<file path="config.mk">
export PLATFORM = sky130hd
export DESIGN_NAME = m68k_timer
export DESIGN_NICKNAME = d
export VERILOG_FILES = /design/src/rtl/m68k_periph_pkg.sv /design/src/rtl/m68k_bus_slave_if.sv /design/src/rtl/m68k_timer.sv
export SDC_FILE = /design/constraint.sdc
export NUM_CORES = 1
export LEC_CHECK = 0
export CORE_MARGIN = 8
export CORE_UTILIZATION = 30
export CTS_CLUSTER_SIZE = 16
export DETAILED_ROUTE_END_ITERATION = 8
export HOLD_SLACK_MARGIN = 0.02
export SLEW_MARGIN = 0
export SYNTH_ARGS = -nofsm -noshare
export SYNTH_HDL_FRONTEND = slang
export SYNTH_SLANG_ARGS = --single-unit
</file>
<file path="constraint.sdc">
create_clock -name clk -period 5.9 [get_ports clk]
set_input_delay 1.475 -clock clk [delete_from_list [all_inputs] [get_ports clk]]
set_output_delay 1.475 -clock clk [all_outputs]
set_load 0.01 [all_outputs]
</file>
<file path="src/rtl/m68k_periph_pkg.sv">
`default_nettype none
//----------------------------------------------------------------------------
//  Module      : m68k_periph_pkg
//  Description : Shared constants for the 68k 16-bit peripheral bus blocks:
//                timer register indices, CTRL bit positions and the
//                address-strobe edge-detect helper used by the bus slave.
//  Revision    : 1.0 - initial release
//----------------------------------------------------------------------------
package m68k_periph_pkg;

   // Timer register indices, decoded from addr[7:1]
   typedef enum logic [6:0] {
      TMR_CTRL      = 7'd0,
      TMR_RELOAD_HI = 7'd1,
      TMR_RELOAD_LO = 7'd2,
      TMR_COUNT_HI  = 7'd3,
      TMR_COUNT_LO  = 7'd4,
      TMR_STATUS    = 7'd5,
      TMR_PRESC     = 7'd6
   } tmr_reg_e;

   // CTRL bit positions
   localparam int CTRL_RUN   = 0;
   localparam int CTRL_AUTO  = 1;
   localparam int CTRL_IRQEN = 2;

   // STATUS bit positions
   localparam int STATUS_EXP = 0;

   // {previous as, current as} pattern that opens a new access
   localparam logic [1:0] AS_RISE = 2'b01;

   // True on the first cycle of an address-strobe assertion
   function automatic logic as_rising(input logic prev_as, input logic cur_as);
      return ({prev_as, cur_as} == AS_RISE);
   endfunction

endpackage
`default_nettype wire

</file>
<file path="src/rtl/m68k_bus_slave_if.sv">
`default_nettype none
//----------------------------------------------------------------------------
//  Module      : m68k_bus_slave_if
//  Description : Generic 68k peripheral bus slave front end. Detects the
//                start of an access (as rising), decodes addr[7:1] against
//                the number of implemented registers, produces the one-shot
//                ack one clock later and the per-lane write / read enables
//                for the start cycle.
//  Revision    : 1.0 - initial release
//----------------------------------------------------------------------------
module m68k_bus_slave_if #(
   parameter int NUM_REGS = 6
) (
   input  logic       clk,
   input  logic       reset_n,
   input  logic       i_as,
   input  logic       i_rw,
   input  logic       i_uds,
   input  logic       i_lds,
   input  logic [7:0] i_addr,
   output logic       o_ack,
   output logic [6:0] o_reg_idx,
   output logic       o_rd_en,
   output logic       o_wr_hi,
   output logic       o_wr_lo
);
   import m68k_periph_pkg::*;

   logic r_as_d;
   logic r_ack;
   logic w_start;
   logic w_decoded;
   logic w_access;
   logic w_unused_addr0;

   // Byte address bit 0 carries no information on a 16-bit bus
   assign w_unused_addr0 = i_addr[0];

   assign w_start   = as_rising(r_as_d, i_as);
   assign w_decoded = (32'(i_addr[7:1]) < NUM_REGS);
   assign w_access  = w_start & w_decoded;

   assign o_reg_idx = i_addr[7:1];
   assign o_rd_en   = w_access & i_rw;
   assign o_wr_hi   = w_access & ~i_rw & i_uds;
   assign o_wr_lo   = w_access & ~i_rw & i_lds;
   assign o_ack     = r_ack;

   // Strobe history and one-shot ack; unmapped addresses never ack
   always_ff @(posedge clk or negedge reset_n) begin
      if (!reset_n) begin
         r_as_d <= 1'b0;
         r_ack  <= 1'b0;
      end else begin
         r_as_d <= i_as;
         r_ack  <= w_access;
      end
   end

endmodule
`default_nettype wire

</file>
<file path="src/rtl/m68k_timer.sv">
`default_nettype none
//----------------------------------------------------------------------------
//  Module      : m68k_timer
//  Description : 32-bit down-counting timer on the 68k peripheral bus.
//                One-shot and auto-reload modes, sticky EXP status flag and
//                a one-clock irq pulse (interrupt controller interrupts[2]).
//                Optional feature macro M68K_TIMER_PRESCALER_EN adds a
//                software-programmable prescaler register at index 6.
//  Revision    : 1.0 - initial release
//----------------------------------------------------------------------------
module m68k_timer #(
   parameter int          PRESCALE   = 16,
   parameter logic [31:0] RELOAD_RST = 32'hFFFF_FFFF
) (
   input  logic        clk,
   input  logic        reset_n,
   input  logic [15:0] data_write,
   output logic [15:0] data_read,
   input  logic [7:0]  addr,
   input  logic        uds,
   input  logic        lds,
   input  logic        rw,
   input  logic        as,
   output logic        ack,
   output logic        irq
);
   import m68k_periph_pkg::*;

`ifdef M68K_TIMER_PRESCALER_EN
   localparam int c_num_regs = 7;
`else
   localparam int c_num_regs = 6;
   localparam logic [15:0] c_psc_limit = 16'(PRESCALE - 1);
`endif

   logic [6:0]  w_idx;
   logic        w_rd_en;
   logic        w_wr_hi;
   logic        w_wr_lo;
   logic        w_run;
   logic        w_tick;
   logic        w_expire;
   logic        w_ctrl_wr;
   logic        w_run_start;
   logic        w_exp_clr;
   logic [15:0] w_psc_limit;
   logic [15:0] w_rd_word;
   logic [15:0] w_lane_mask;

   logic [2:0]  r_ctrl;
   logic [31:0] r_reload;
   logic [31:0] r_count;
   logic [15:0] r_shadow;
   logic        r_exp;
   logic        r_irq;
   logic [15:0] r_data_read;
   logic [15:0] r_psc_cnt;
`ifdef M68K_TIMER_PRESCALER_EN
   logic [15:0] r_presc;
   logic [15:0] r_presc_act;
`endif

   m68k_bus_slave_if #(
      .NUM_REGS (c_num_regs)
   ) u_bus (
      .clk       (clk),
      .reset_n   (reset_n),
      .i_as      (as),
      .i_rw      (rw),
      .i_uds     (uds),
      .i_lds     (lds),
      .i_addr    (addr),
      .o_ack     (ack),
      .o_reg_idx (w_idx),
      .o_rd_en   (w_rd_en),
      .o_wr_hi   (w_wr_hi),
      .o_wr_lo   (w_wr_lo)
   );

`ifdef M68K_TIMER_PRESCALER_EN
   assign w_psc_limit = r_presc_act;
`else
   assign w_psc_limit = c_psc_limit;
`endif

   assign w_run       = r_ctrl[CTRL_RUN];
   assign w_tick      = w_run & (r_psc_cnt == w_psc_limit);
   assign w_expire    = w_tick & (r_count == 32'd0);
   assign w_ctrl_wr   = w_wr_lo & (w_idx == TMR_CTRL);
   assign w_run_start = w_ctrl_wr & data_write[CTRL_RUN] & ~w_run;
   assign w_exp_clr   = w_wr_lo & (w_idx == TMR_STATUS) & data_write[STATUS_EXP];
   assign w_lane_mask = {{8{uds}}, {8{lds}}};

   assign data_read = r_data_read;
   assign irq       = r_irq;

   // Prescaler: free-runs 0..limit while RUN, parked at 0 when stopped
   always_ff @(posedge clk or negedge reset_n) begin
      if (!reset_n) begin
         r_psc_cnt <= 16'h0000;
      end else if (!w_run || w_tick) begin
         r_psc_cnt <= 16'h0000;
      end else begin
         r_psc_cnt <= r_psc_cnt + 16'd1;
      end
   end

`ifdef M68K_TIMER_PRESCALER_EN
   // PRESC register; the active limit only follows it at a wrap or while stopped
   always_ff @(posedge clk or negedge reset_n) begin
      if (!reset_n) begin
         r_presc     <= 16'(PRESCALE);
         r_presc_act <= 16'(PRESCALE);
      end else begin
         if (w_wr_hi && (w_idx == TMR_PRESC)) r_presc[15:8] <= data_write[15:8];
         if (w_wr_lo && (w_idx == TMR_PRESC)) r_presc[7:0]  <= data_write[7:0];
         if (!w_run || w_tick) r_presc_act <= r_presc;
      end
   end
`endif

   // CTRL: a bus write overrides the one-shot auto-stop in the same cycle
   always_ff @(posedge clk or negedge reset_n) begin
      if (!reset_n) begin
         r_ctrl <= 3'b000;
      end else if (w_ctrl_wr) begin
         r_ctrl <= data_write[2:0];
      end else if (w_expire && !r_ctrl[CTRL_AUTO]) begin
         r_ctrl[CTRL_RUN] <= 1'b0;
      end
   end

   // RELOAD: byte-lane writes; an expiry in the same cycle sees the old value
   always_ff @(posedge clk or negedge reset_n) begin
      if (!reset_n) begin
         r_reload <= RELOAD_RST;
      end else begin
         if (w_wr_hi && (w_idx == TMR_RELOAD_HI)) r_reload[31:24] <= data_write[15:8];
         if (w_wr_lo && (w_idx == TMR_RELOAD_HI)) r_reload[23:16] <= data_write[7:0];
         if (w_wr_hi && (w_idx == TMR_RELOAD_LO)) r_reload[15:8]  <= data_write[15:8];
         if (w_wr_lo && (w_idx == TMR_RELOAD_LO)) r_reload[7:0]   <= data_write[7:0];
      end
   end

   // COUNT: load on RUN 0->1, decrement per tick, reload or park on expiry
   always_ff @(posedge clk or negedge reset_n) begin
      if (!reset_n) begin
         r_count <= 32'd0;
      end else if (w_run_start) begin
         r_count <= r_reload;
      end else if (w_expire) begin
         if (r_ctrl[CTRL_AUTO]) r_count <= r_reload;
      end else if (w_tick) begin
         r_count <= r_count - 32'd1;
      end
   end

   // EXP sticky flag: setting by expiry beats a simultaneous W1C
   always_ff @(posedge clk or negedge reset_n) begin
      if (!reset_n) begin
         r_exp <= 1'b0;
      end else if (w_expire) begin
         r_exp <= 1'b1;
      end else if (w_exp_clr) begin
         r_exp <= 1'b0;
      end
   end

   // irq: single-clock pulse following an enabled expiry
   always_ff @(posedge clk or negedge reset_n) begin
      if (!reset_n) begin
         r_irq <= 1'b0;
      end else begin
         r_irq <= w_expire & r_ctrl[CTRL_IRQEN];
      end
   end

   // Read mux for the access start cycle
   always_comb begin
      w_rd_word = 16'h0000;
      case (w_idx)
         TMR_CTRL:      w_rd_word = {13'h0000, r_ctrl};
         TMR_RELOAD_HI: w_rd_word = r_reload[31:16];
         TMR_RELOAD_LO: w_rd_word = r_reload[15:0];
         TMR_COUNT_HI:  w_rd_word = r_count[31:16];
         TMR_COUNT_LO:  w_rd_word = r_shadow;
         TMR_STATUS:    w_rd_word = {15'h0000, r_exp};
`ifdef M68K_TIMER_PRESCALER_EN
         TMR_PRESC:     w_rd_word = r_presc;
`endif
         default:       w_rd_word = 16'h0000;
      endcase
   end

   // Read data register (valid in the ack cycle only) and COUNT_LO snapshot
   always_ff @(posedge clk or negedge reset_n) begin
      if (!reset_n) begin
         r_data_read <= 16'h0000;
         r_shadow    <= 16'h0000;
      end else begin
         r_data_read <= w_rd_en ? (w_rd_word & w_lane_mask) : 16'h0000;
         if (w_rd_en && (w_idx == TMR_COUNT_HI)) r_shadow <= r_count[15:0];
      end
   end

endmodule
`default_nettype wire

</file>
# Yosys cells after proc, flatten, opt, wreduce, memory -nomap -nowiden
# Cells that the tools add are included.
# totals
ff_bits	119
out_inout_bits	18
in_bits	30
# classes
reduce_logical	15
bitwise	16
eq_ne	8
n_addsub	2
mux	11
order_cmp	1
# ops
cell	count
$mux W32	4
$pmux W16 S6	1
$logic_not A32 Y1	1
$mux W16	2
$sub A32 B1 Y32 const B	1
$add A16 B1 Y16 const B	1
$and A16 B16 Y16	1
$eq A16 B4 Y1 const B	1
$eq A7 B2 Y1 const B	2
$eq A7 B3 Y1 const B	2
$and A1 B1 Y1	13
$eq A7 B1 Y1 const B	1
$logic_not A7 Y1	1
$lt A7 B3 Y1 const B	1
$logic_and A1 B1 Y1	6
$mux W1	4
$reduce_bool A2 Y1	2
$ne A3 B1 Y1 const B	1
$reduce_bool A3 Y1	1
$eq A2 B1 Y1 const B	1
$logic_not A1 Y1	2
$not A1 Y1	2
$reduce_and A2 Y1	1
$logic_or A1 B1 Y1	1

# Longest topological paths before layout
# logic_depth
ltp_word	9
depth_mapped	10
ltp_nobuf	8

# Hierarchy
# From an unflattened synthesis, not the netlist that was laid out.
# hier_totals
hier_cells	574
area_unflattened_um2	6183.4
# by_module_without_submodules
module	seq_area_each_um2	n_inst	cells_each	area_per_inst_um2
m68k_timer	2967.8	1	556	5994.5
m68k_bus_slave_if	50.0	1	18	188.9

# Worst setup path after synthesis
# Ideal clock, no wire load.
# synth_timing
path_type	input -> register
start	in addr[4]
end	reg r_count[13]
setup_slack_ps	2264
stages	6
n_path_buf	1
t_required_ps	5779
setup_time_ps	121
arrival_ps	3516
path_cell_list	or4_4 -> or4_4 -> or4_4 -> buf_6 -> a22o_1 -> a22o_1
# synth_between
elab_chain_cells	9
word_cells_on_any_way	12
classes_between	1 x order compare; 1 x eq/ne; 1 x mux; 6 x bitwise; 3 x reduce/logical
# synth_rtl
item	line	text
start: declaration	m68k_timer.sv:19	input logic [7:0] addr,
$lt A7 B3 Y1	m68k_bus_slave_if.sv:40	assign w_decoded = (32'(i_addr[7:1]) < NUM_REGS);
$and A1 B1 Y1	m68k_bus_slave_if.sv:41	assign w_access = w_start & w_decoded;
$and A1 B1 Y1 (2 in series)	m68k_bus_slave_if.sv:46	assign o_wr_lo = w_access & ~i_rw & i_lds;
$and A1 B1 Y1 *	m68k_timer.sv:89	assign w_ctrl_wr = w_wr_lo & (w_idx == TMR_CTRL);
$and A1 B1 Y1 * (2 in series)	m68k_timer.sv:90	assign w_run_start = w_ctrl_wr & data_write[CTRL_RUN] & ~w_run;
$ne A3 B1 Y1 (no source line) / $reduce_bool A3 Y1 (equally long branches)	-	
$reduce_and A2 Y1 (no source line)	-	
end signal: assignment	m68k_timer.sv:150	r_count <= r_reload;
end signal: assignment	m68k_timer.sv:152	if (r_ctrl[CTRL_AUTO]) r_count <= r_reload;
end signal: assignment	m68k_timer.sv:154	r_count <= r_count - 32'd1;
end: declaration	m68k_timer.sv:52	logic [31:0] r_count;
# Mark *: on every way between the ends. The rest lies on a longest branch, timed or not.
# A chain may end at the register's enable or synchronous reset.

# Worst setup path after layout
# layout_timing
start	in addr[4]
end	reg r_count[12]
# Same word-level chain as after synthesis.

==> flow_metrics.env <==
export IMPL_grt_max_degree=45
export IMPL_rows=52
export IMPL_core_area_um2=20200
export IMPL_via_per_inst=5.22
export IMPL_fill_cells=1974
export IMPL_place_congestion=0.829
export IMPL_maxCapViolCount=0
export IMPL_synth_top_cells_by_area="dfrtp_1 (35%), dfstp_2 (14%), mux2i_1 (7.9%), mux2_2 (5.3%), nor2_1 (4.5%)"
export IMPL_cts_resized_gates=0
export IMPL_setup_viol=0
export IMPL_synth_edf_count=0
export IMPL_worst_pin_slew_ns=1.04
export IMPL_routed_wirelength_um=16500
export IMPL_worstSetupEndpointType="flip-flop"
export IMPL_die_area_um2=25500
export IMPL_grt_pass1_vias=4786
export IMPL_path_clk_slew_ns=0.05
export IMPL_path_max_fanout=14
export IMPL_routedWlPerCell_um=18.1
export IMPL_crit_required_ns=6.17
export IMPL_drive_above_1_share_pct=18.8
export IMPL_yosys_area_top_type="dfrtp_1"
export IMPL_tns_ns=0
export IMPL_vdd_drop_max_uv=165
export IMPL_max_freq_mhz=236
export IMPL_hp_class="flip-flop to flip-flop"
export IMPL_drt_initial_drc_count=374
export IMPL_skew_ns=0.00908
export IMPL_clock_latency_ns=0.42
export IMPL_cts_setup_buffers=0
export IMPL_synthToLayoutAreaGrowth_pct=23.3
export IMPL_path_class="input port to flip-flop"
export IMPL_powerDensity_nw_per_um2=308
export IMPL_final_net_count=660
export IMPL_ys_seq_area_share_pct=48.7
export IMPL_io_pins=48
export IMPL_rsz0062_at_grt="no"
export IMPL_dpl_hpwl_um=11300
export IMPL_vias=4752
export IMPL_antenna_found_initial=0
export IMPL_startpoint_type="input port"
export IMPL_numCtsBuffers=17
export IMPL_die_y_um=160
export IMPL_min_period_ns=4.23
export IMPL_finalCritPeriodShare_pct=71.7
export IMPL_grt_pass1_wl_um=26700
export IMPL_drtAntennaViolNets=0
export IMPL_overflow=0
export IMPL_cts_tree="built"
export IMPL_max_slew_margin_rel_pct=30.6
export IMPL_status="completed"
export IMPL_ctsHoldBuffers=0
export IMPL_die_w_um=160
export IMPL_antennaDiodeCount=0
export IMPL_slew_violations=0
export IMPL_yosysUniqueCellTypes=55
export IMPL_cts_sinks=119
export IMPL_io_buffer_count=46
export IMPL_start_util_pct=30.6
export IMPL_grtUsageTotal_pct=13.1
export IMPL_cts_htree_levels=4
export IMPL_total_power_uw=2350
export IMPL_synth_top_area_share_pct=35.1
export IMPL_synth_net_count=616
export IMPL_drcViolationCount=0
export IMPL_synth_area_um2=6200
export IMPL_syn_mean_instance_area_um2=10.6
export IMPL_synth_async_reset_ratio_pct=100
export IMPL_ys_flop_type="dfrtp_1"
export IMPL_firstDrtPassIters=4
export IMPL_cts_root_buf="clkbuf_16"
export IMPL_final_hold_viol_count=0
export IMPL_p_leak_uw=0.00326
export IMPL_synth_cells=583
export IMPL_yosysWarnings=0
export IMPL_arrival_ns=4.50
export IMPL_ys_ff_latch=119
export IMPL_cts_buffer_depth=2
==> area by class of cell <==
type,count,area (um2),share of cell area [%]
Multi-Input combinational cell,411,2950,38.6
Inverter,19,71.3,0.933
Clock buffer,22,484,6.33
Timing Repair Buffer,59,568,7.43
Sequential cell,119,3020,39.5
Clock inverter,10,213,2.78
Tap cell,270,338,4.42
==> logic make-up (layout without fill, tap and decap cells) <==
group	after synthesis	in the layout	share of synthesized area, %
and+or+nand+nor	204	204	16.7
adders and majority gates	3	3	0.605
xor gates and xnor gates	14	14	1.98
DFF	119	119	48.7
AOI/OAI and AO/OA	94	94	11.5
muxes	96	96	16.4
buffers and inverters	53	110	4.08
==> critical path: stages <==
cell,delay [ns]
clkdlybuf4s50_1,0.42
or4_4,0.58
or4_4,0.48
nor4_4,0.22
buf_4,0.26
a21o_1,0.53
buf_12,0.23
mux2i_1,0.23
a2bb2oi_2,0.08
==> flip-flops by register name (all words and copies together) (netlist names), 3 cells and up <==
signal	count
data_read	16
r_shadow	16
r_psc_cnt	16
r_reload	32
r_count	32
r_ctrl	3
==> layer usage <==
metal	global-route usage, %	vias to the layer above	part of all wire [%]
met5	0	-	0
met4	4.42	0	1.1
met3	3.73	15	4.9
met2	20.3	115	46
met1	17.3	2382	48
li1	-	2240	-
==> power by group <==
group | switching, uW | total, uW | internal, uW
clock network | 382 | 1220 | 840
logic | 106 | 194 | 87.3
registers | 69.9 | 939 | 869
==> path summary, 6_finish.rpt <==
check | start | endpoint | slack [ns] | cells after the start
min in group asynchronous | reset_n | r_psc_cnt[14] | 1.00 | 1
worst min-delay path | r_shadow[14] | r_shadow[14] | 0.49 | 1
worst min register to register | r_shadow[14] | r_shadow[14] | 0.49 | 1
worst max register to register | r_count[24] | r_count[13] | 2.60 | 6
max in group asynchronous | reset_n | r_count[17] | 3.95 | 2
worst max-delay path | addr[4] | r_count[12] | 1.67 | 9
==> cell usage after synthesis, types with 3 or more instances <==
library cell and instances:
inv_1 19, nor2_1 75, nand4_1 5, mux2_2 29
and3_1 10, a22o_1 6, or4_4 3, buf_2 4
o21ai_0 8, a221oi_1 15, or4_1 4, nand2_1 32
ha_1 3, dfstp_2 32, nand3_1 13, xnor2_1 4
o2bb2ai_1 17, xor2_1 10, nor3_1 24, mux2i_1 49
buf_6 4, or3_1 6, clkbuf_1 21, nor4_1 13
o22ai_1 25, a22oi_1 10, dfrtp_1 87, mux2_1 18
==> through the flow <==
stage / area, um2 / hold WS (ns) / std cells / setup slack, ns / utilization (%)
after detailed placement: 6950 / 0.478 / 878 / 1.25 / 34.3
after CTS: 7640 / 0.491 / 910 / 1.69 / 37.8
after global routing: 7640 / 0.511 / 910 / 1.51 / 37.8
after global placement: 6950 / 0.470 / 878 / 1.27 / 34.3
final: 7640 / 0.487 / 910 / 1.67 / 37.8
after floorplan: 6200 / 0.448 / 583 / 2.26 / -
==> cells in the final DEF, fill, tap and decap left out, types with 15 or more instances in the layout <==
cell type and instances:
dfrtp_1 87, nor2_1 75, mux2i_1 49, clkdlybuf4s50_1 45
nand2_1 32, dfstp_2 32, mux2_2 29, o22ai_1 25
nor3_1 24, inv_1 19, mux2_1 18, o2bb2ai_1 17
clkbuf_16 17, a221oi_1 15
Note: power is estimated with default switching activity, not from simulation.
